File: src/rtl/uart_rx_fifo_if.sv
// Bus bundle between the UART receive FIFO and its producer/consumer.
// Latency: none, this is wiring only.
// Backpressure: the consumer pops with rd; the producer cannot be stalled, so full writes are dropped and flagged.
//
// Signals: wr/w_data from the receiver (rx_done/rx_dout), rd/clr_overrun from the host,
// r_data/empty/full/count/overrun back to the host.
// Optional macro UART_RX_FIFO_ALMOST_EN adds almost_full for RTS-style flow control.
interface uart_rx_fifo_if #(
    parameter int DBIT       = 8,
    parameter int ADDR_WIDTH = 4
);
    logic                  wr;
    logic [DBIT-1:0]       w_data;
    logic                  rd;
    logic                  clr_overrun;
    logic [DBIT-1:0]       r_data;
    logic                  empty;
    logic                  full;
    logic [ADDR_WIDTH:0]   count;
    logic                  overrun;
`ifdef UART_RX_FIFO_ALMOST_EN
    logic                  almost_full;
`endif

    // Producer/consumer side.
    modport master (
`ifdef UART_RX_FIFO_ALMOST_EN
        input  almost_full,
`endif
        output wr, w_data, rd, clr_overrun,
        input  r_data, empty, full, count, overrun
    );

    // FIFO side.
    modport slave (
`ifdef UART_RX_FIFO_ALMOST_EN
        output almost_full,
`endif
        input  wr, w_data, rd, clr_overrun,
        output r_data, empty, full, count, overrun
    );
endinterface

File: src/rtl/uart_rx_fifo.sv
// Circular receive FIFO for UART words, first-word-fall-through read data.
// Latency: a word written on edge N is on r_data (empty=0) right after edge N.
// Backpressure: none toward the receiver; writes while full are dropped and set sticky overrun.
//
// Ports: clk (rising edge), rst (synchronous, active high), bus (uart_rx_fifo_if.slave):
//   wr/w_data write strobe + data, rd pop request, clr_overrun clears overrun,
//   r_data oldest word (0 while empty), empty/full/count status, overrun sticky drop flag.
// Optional macro UART_RX_FIFO_ALMOST_EN adds parameter AF_LEVEL and registered almost_full.
module uart_rx_fifo #(
    parameter int DBIT       = 8,
    parameter int ADDR_WIDTH = 4
`ifdef UART_RX_FIFO_ALMOST_EN
    ,
    parameter int AF_LEVEL   = (2**ADDR_WIDTH) - 2
`endif
) (
    input  logic            clk,
    input  logic            rst,
    uart_rx_fifo_if.slave   bus
);
    localparam int DEPTH = 2**ADDR_WIDTH;
    localparam int CW    = ADDR_WIDTH + 1;

    typedef logic [ADDR_WIDTH-1:0] ptr_t;
    typedef logic [CW-1:0]         cnt_t;

    logic [DBIT-1:0] mem_q [DEPTH];

    ptr_t w_ptr_q, w_ptr_d;
    ptr_t r_ptr_q, r_ptr_d;
    cnt_t count_q, count_d;
    logic empty_q, empty_d;
    logic full_q,  full_d;
    logic overrun_q, overrun_d;
`ifdef UART_RX_FIFO_ALMOST_EN
    logic almost_full_q, almost_full_d;
`endif

    logic do_rd;
    logic do_wr;
    logic drop;

    always_comb begin
        // A read while empty is ignored; when full, a simultaneous read frees
        // the slot the write needs, so the write is only dropped without rd.
        do_rd = bus.rd && !empty_q;
        do_wr = bus.wr && (!full_q || do_rd);
        drop  = bus.wr && !do_wr;

        w_ptr_d   = w_ptr_q;
        r_ptr_d   = r_ptr_q;
        overrun_d = overrun_q;

        if (do_wr) w_ptr_d = w_ptr_q + ptr_t'(1);
        if (do_rd) r_ptr_d = r_ptr_q + ptr_t'(1);

        count_d = count_q + cnt_t'(do_wr) - cnt_t'(do_rd);

        // Flags are recomputed from the next count so they stay registered
        // and never depend on pointer equality (which is ambiguous at wrap).
        empty_d = (count_d == cnt_t'(0));
        full_d  = (count_d == cnt_t'(DEPTH));

        // A drop in the same cycle as a clear must still be reported.
        if (drop)
            overrun_d = 1'b1;
        else if (bus.clr_overrun)
            overrun_d = 1'b0;

`ifdef UART_RX_FIFO_ALMOST_EN
        almost_full_d = (count_d >= cnt_t'(AF_LEVEL));
`endif
    end

    always_ff @(posedge clk) begin
        if (rst) begin
            w_ptr_q   <= '0;
            r_ptr_q   <= '0;
            count_q   <= '0;
            empty_q   <= 1'b1;
            full_q    <= 1'b0;
            overrun_q <= 1'b0;
`ifdef UART_RX_FIFO_ALMOST_EN
            almost_full_q <= 1'b0;
`endif
        end else begin
            w_ptr_q   <= w_ptr_d;
            r_ptr_q   <= r_ptr_d;
            count_q   <= count_d;
            empty_q   <= empty_d;
            full_q    <= full_d;
            overrun_q <= overrun_d;
`ifdef UART_RX_FIFO_ALMOST_EN
            almost_full_q <= almost_full_d;
`endif
        end
    end

    // Storage is deliberately not reset; rst only blocks the write.
    always_ff @(posedge clk) begin
        if (!rst && do_wr)
            mem_q[w_ptr_q] <= bus.w_data;
    end

    // Forced to 0 while empty so stale or uninitialised storage never leaks out.
    assign bus.r_data  = empty_q ? '0 : mem_q[r_ptr_q];
    assign bus.empty   = empty_q;
    assign bus.full    = full_q;
    assign bus.count   = count_q;
    assign bus.overrun = overrun_q;
`ifdef UART_RX_FIFO_ALMOST_EN
    assign bus.almost_full = almost_full_q;
`endif
endmodule

File: src/flat_wrapper.sv
// flat-port wrapper written by rule: the top's interface ports become plain ports
module uart_rx_fifo_flat 
#(
    parameter int DBIT       = 8,
    parameter int ADDR_WIDTH = 4

)
  (clk, rst, bus_wr, bus_w_data, bus_rd, bus_clr_overrun, bus_r_data, bus_empty, bus_full, bus_count, bus_overrun);
  uart_rx_fifo_if #(.DBIT(DBIT), .ADDR_WIDTH(ADDR_WIDTH)) bus_i ();
  input  logic clk;
  input  logic rst;
  input wire logic [$bits(bus_i.wr)-1:0] bus_wr;
  input wire logic [$bits(bus_i.w_data)-1:0] bus_w_data;
  input wire logic [$bits(bus_i.rd)-1:0] bus_rd;
  input wire logic [$bits(bus_i.clr_overrun)-1:0] bus_clr_overrun;
  output wire logic [$bits(bus_i.r_data)-1:0] bus_r_data;
  output wire logic [$bits(bus_i.empty)-1:0] bus_empty;
  output wire logic [$bits(bus_i.full)-1:0] bus_full;
  output wire logic [$bits(bus_i.count)-1:0] bus_count;
  output wire logic [$bits(bus_i.overrun)-1:0] bus_overrun;
  assign bus_i.wr = bus_wr;
  assign bus_i.w_data = bus_w_data;
  assign bus_i.rd = bus_rd;
  assign bus_i.clr_overrun = bus_clr_overrun;
  assign bus_r_data = bus_i.r_data;
  assign bus_empty = bus_i.empty;
  assign bus_full = bus_i.full;
  assign bus_count = bus_i.count;
  assign bus_overrun = bus_i.overrun;
  uart_rx_fifo #(.DBIT(DBIT), .ADDR_WIDTH(ADDR_WIDTH)) u_core (.clk(clk), .rst(rst), .bus(bus_i));
endmodule
File: config.mk
export PLATFORM = sky130hd
export DESIGN_NAME = uart_rx_fifo_flat
export DESIGN_NICKNAME = d
export VERILOG_FILES = /design/src/rtl/uart_rx_fifo_if.sv /design/src/rtl/uart_rx_fifo.sv /design/src/flat_wrapper.sv
export SDC_FILE = /design/constraint.sdc
export NUM_CORES = 1
export LEC_CHECK = 0
export ABC_CLOCK_PERIOD_IN_PS = 4050
export BUFFER_PORTS_ARGS = -buffer_cell sky130_fd_sc_hd__clkbuf_2
export CAP_MARGIN = 40
export CORE_MARGIN = 2
export CORE_UTILIZATION = 35
export CTS_CLUSTER_SIZE = 20
export DETAILED_ROUTE_END_ITERATION = 7
export HOLD_SLACK_MARGIN = 0.1
export SYNTH_ARGS = -nofsm -noshare
export SYNTH_HDL_FRONTEND = slang
export SYNTH_SLANG_ARGS = --single-unit
File: constraint.sdc
create_clock -name clk -period 4.05 [get_ports clk]
set_input_delay 0.2025 -clock clk [delete_from_list [all_inputs] [get_ports clk]]
set_output_delay 0.2025 -clock clk [all_outputs]
set_load 0.05 [all_outputs]
==> run metrics <==
outcome=finished, final reports clean; grt met2 use=0.235; chip width=135 µm; internal power of the cells=2960 µW; critical register-to-register path startpoint=u_core.bus.empty; Leak Pwr=0.00240 µW; Post-synth EDFFs=128; part of the total power dissipated in sequential elements=0.421; number of stages on the worst hold path=1; Crit Path Class=flop to output port; Post-Place Worst Slack=1340 ps; total half-perimeter wirelength after legalization and detailed placement=7.80 mm; sequential cell area fraction in the yosys report=0.705; mean post-synth cell area=16.0 µm²; Total Routing Usage GR=0.142; final worst setup slack=1360 ps; number of max-cap violations=0; switching power as a share of total power=0.314; final estimated routing congestion in global placement=0.740; maximum number of pins on one net before global-route repair=31; final setup fails=0; clock-pin slew on the worst setup and hold paths=60 ps; # H-tree levels=4; Area growth, synth to finish=16.9%; Primary FF master, synth=sky130_fd_sc_hd__edfxtp_1; setup slack of the most critical reg-to-reg path=1360 ps; IO Port Bufs=28; global routing's busiest layer=met2; VDD IR-drop max=0.369 mV; met3 track utilization from global routing=0.0398; post-synth design cell area=6020 µm²; fin crit period=2690 ps; met1 GRT Util=0.177; CP arrival=2490 ps; Sink Count=148; core area=16700 µm²; type of element launching the critical path=flop; standard-cell rows=47; CTS tree=done; worst-margin pin slew=870 ps; crit-path max FO=11; most common cell after layout, fill and taps aside=sky130_fd_sc_hd__edfxtp_1; total nets after synthesis=399; proportion of layout cells with a drive suffix above 1=0.192; DRT Pass-1 Iters=4; unrepaired setup endpoints after global routing=false; DRT Wirelength=11.9 mm; Relative slew margins=0.418; Hold/Removal Path Class=input pin to flop; Skew-Pair Late Insertion Delay=420 ps; #FFs+latches synth=148; number of antenna violations at the first check in global routing=0; fmax=0.371 GHz; power density over the cells=612 nW/µm²; DRC viols=0; CTS Root Buffer Type=sky130_fd_sc_hd__clkbuf_16; Clock Skews=9.80 ps; first-pass GRT wire length=19.1 mm; starting utilization of the core area=0.360; capture instance of the worst register-to-register path=u_core.bus.empty; number of global-route vias before repair=3509; CTS hold repair buffers=2; Fin. Hold Viols=0; post-route worst hold slack=195 ps; Netlist cell types=41; boundary pin count=29; clock share of power=0.351; required time reported for the critical path endpoint=3850 ps; Post-Syn Instances=375; number of antenna cells inserted=0; number of antenna-violating nets in the routed design=0; CTS buffer count=17; commonest cells after routing, fill and taps aside=sky130_fd_sc_hd__edfxtp_1, sky130_fd_sc_hd__mux2i_1, sky130_fd_sc_hd__clkbuf_2, sky130_fd_sc_hd__nor2_1, sky130_fd_sc_hd__a22oi_1; crit path capture=bus_r_data[5]; Via Count=3253; routed via count divided by cell count=4.95; buffer levels on the longest clock path=2; share of synthesized flip-flops with an asynchronous set or reset=0; total negative slack for setup checks=0 ps; net switching power figure=1350 µW; Critical Path End Type=output port; Post-CTS Setup Repair Bufs=0; max-slew violation count=0; overall die area=18300 µm²; cts repair resizes=0; overflow left after global routing=0; total design power=4310 µW; post-detailed-route wirelength per cell=18.1 µm; fin nets=448; period utilization=0.665; floorplan die height=135 µm; total of warnings raised by yosys=0; part of the power in combinational logic=0.228; number of DRC violations after detailed-routing iteration 0=296; depth of the worst register-to-register path=11
-- cells in the mapped netlist, types with 2 or more instances --
master	count	area (µm²)
sky130_fd_sc_hd__mux4_1	2	52.6
sky130_fd_sc_hd__ha_1	10	125
sky130_fd_sc_hd__mux2i_1	51	510
sky130_fd_sc_hd__dfxtp_1	20	400
sky130_fd_sc_hd__clkbuf_1	5	18.8
sky130_fd_sc_hd__nor3_1	4	20.0
sky130_fd_sc_hd__nand2b_1	7	43.8
sky130_fd_sc_hd__buf_2	5	25.0
sky130_fd_sc_hd__buf_6	4	45.0
sky130_fd_sc_hd__o21ai_1	8	40.0
sky130_fd_sc_hd__a21oi_1	3	15.0
sky130_fd_sc_hd__nand3_1	7	35.0
sky130_fd_sc_hd__nor2b_1	7	43.8
sky130_fd_sc_hd__xor2_1	3	26.3
sky130_fd_sc_hd__xnor2_1	6	52.6
sky130_fd_sc_hd__a211oi_1	2	15.0
sky130_fd_sc_hd__inv_1	13	48.8
sky130_fd_sc_hd__o31ai_1	2	15.0
sky130_fd_sc_hd__a221oi_1	2	17.5
sky130_fd_sc_hd__a22o_1	2	17.5
sky130_fd_sc_hd__mux4_2	5	113
sky130_fd_sc_hd__nand2_1	15	56.3
sky130_fd_sc_hd__a22oi_1	21	158
sky130_fd_sc_hd__buf_12	2	40.0
sky130_fd_sc_hd__edfxtp_1	128	3840
sky130_fd_sc_hd__nor2_1	26	97.6
-- worst min-delay path by stage --
stage,startpoint,to,slack [ps]
2_1_floorplan,bus_w_data[0],u_core.mem_q[0][0],300
3_3_place_gp,bus_clr_overrun,u_core.bus.overrun,500
3_5_place_dp,bus_clr_overrun,u_core.bus.overrun,480
4_1_cts,bus_w_data[0],u_core.mem_q[6][0],180
5_1_grt,bus_w_data[3],u_core.mem_q[14][3],210
6_report,bus_w_data[0],u_core.mem_q[6][0],200
-- power by group through the flow --
stage / clock network (µW) / logic (µW) / registers [µW]
CTS: 1540 / 991 / 1810
detailed placement: 0 / 983 / 1850
global placement: 0 / 915 / 1880
finish: 1510 / 982 / 1810
global route: 1600 / 1070 / 1830
floorplan: 0 / 733 / 1880
-- cell type report --
type,count,area [µm²]
multi-input cells,198,1600
flip-flops and latches,148,4250
clock buffers,17,425
fillers,1525,9670
inverters,13,48.8
well taps,220,275
clock inverters,15,145
repair buffers,46,297
-- stage by stage --
stage                     utilization  std cells  area (µm²)
after global routing            0.421        657        7030
after global placement          0.380        613        6350
final                           0.421        657        7030
after CTS                       0.421        657        7030
after floorplan                     -        375        6020
after detailed placement        0.386        623        6440
-- sequential cells by signal (all words and copies together), names as in the netlist, named ones only --
register,flops
u_core.bus.empty,1
u_core.bus.count,5
u_core.mem_q,128
u_core.bus.overrun,1
u_core.bus.full,1
u_core.r_ptr_q,4
u_core.w_ptr_q,4
-- cell families after synthesis --
group	Yosys count	synth area share
AO/OA/AOI/OAI	47	0.0559
XOR/XNOR	9	0.0131
AND/OR/NAND/NOR	72	0.0578
flip-flops	148	0.705
buffers and inverters	29	0.0295
adder cells (fa/ha/maj)	11	0.0241
multiplexers	59	0.114
-- worst max-delay path, stage by stage (launching register included) --
cell and delay, ps:
sky130_fd_sc_hd__dfxtp_1 650, sky130_fd_sc_hd__nor2_1 290, sky130_fd_sc_hd__buf_6 230, sky130_fd_sc_hd__a22o_1 200, sky130_fd_sc_hd__o31ai_1 340, sky130_fd_sc_hd__clkbuf_2 350
-- per-layer routing --
metal  vias to the layer above  wire length [µm]
li1                       1535                 -
met1                      1646              5140
met2                        61              6050
met3                        11               554
met4                         0               134
met5                         -                 0
Note: power is estimated with default switching activity, not from simulation.
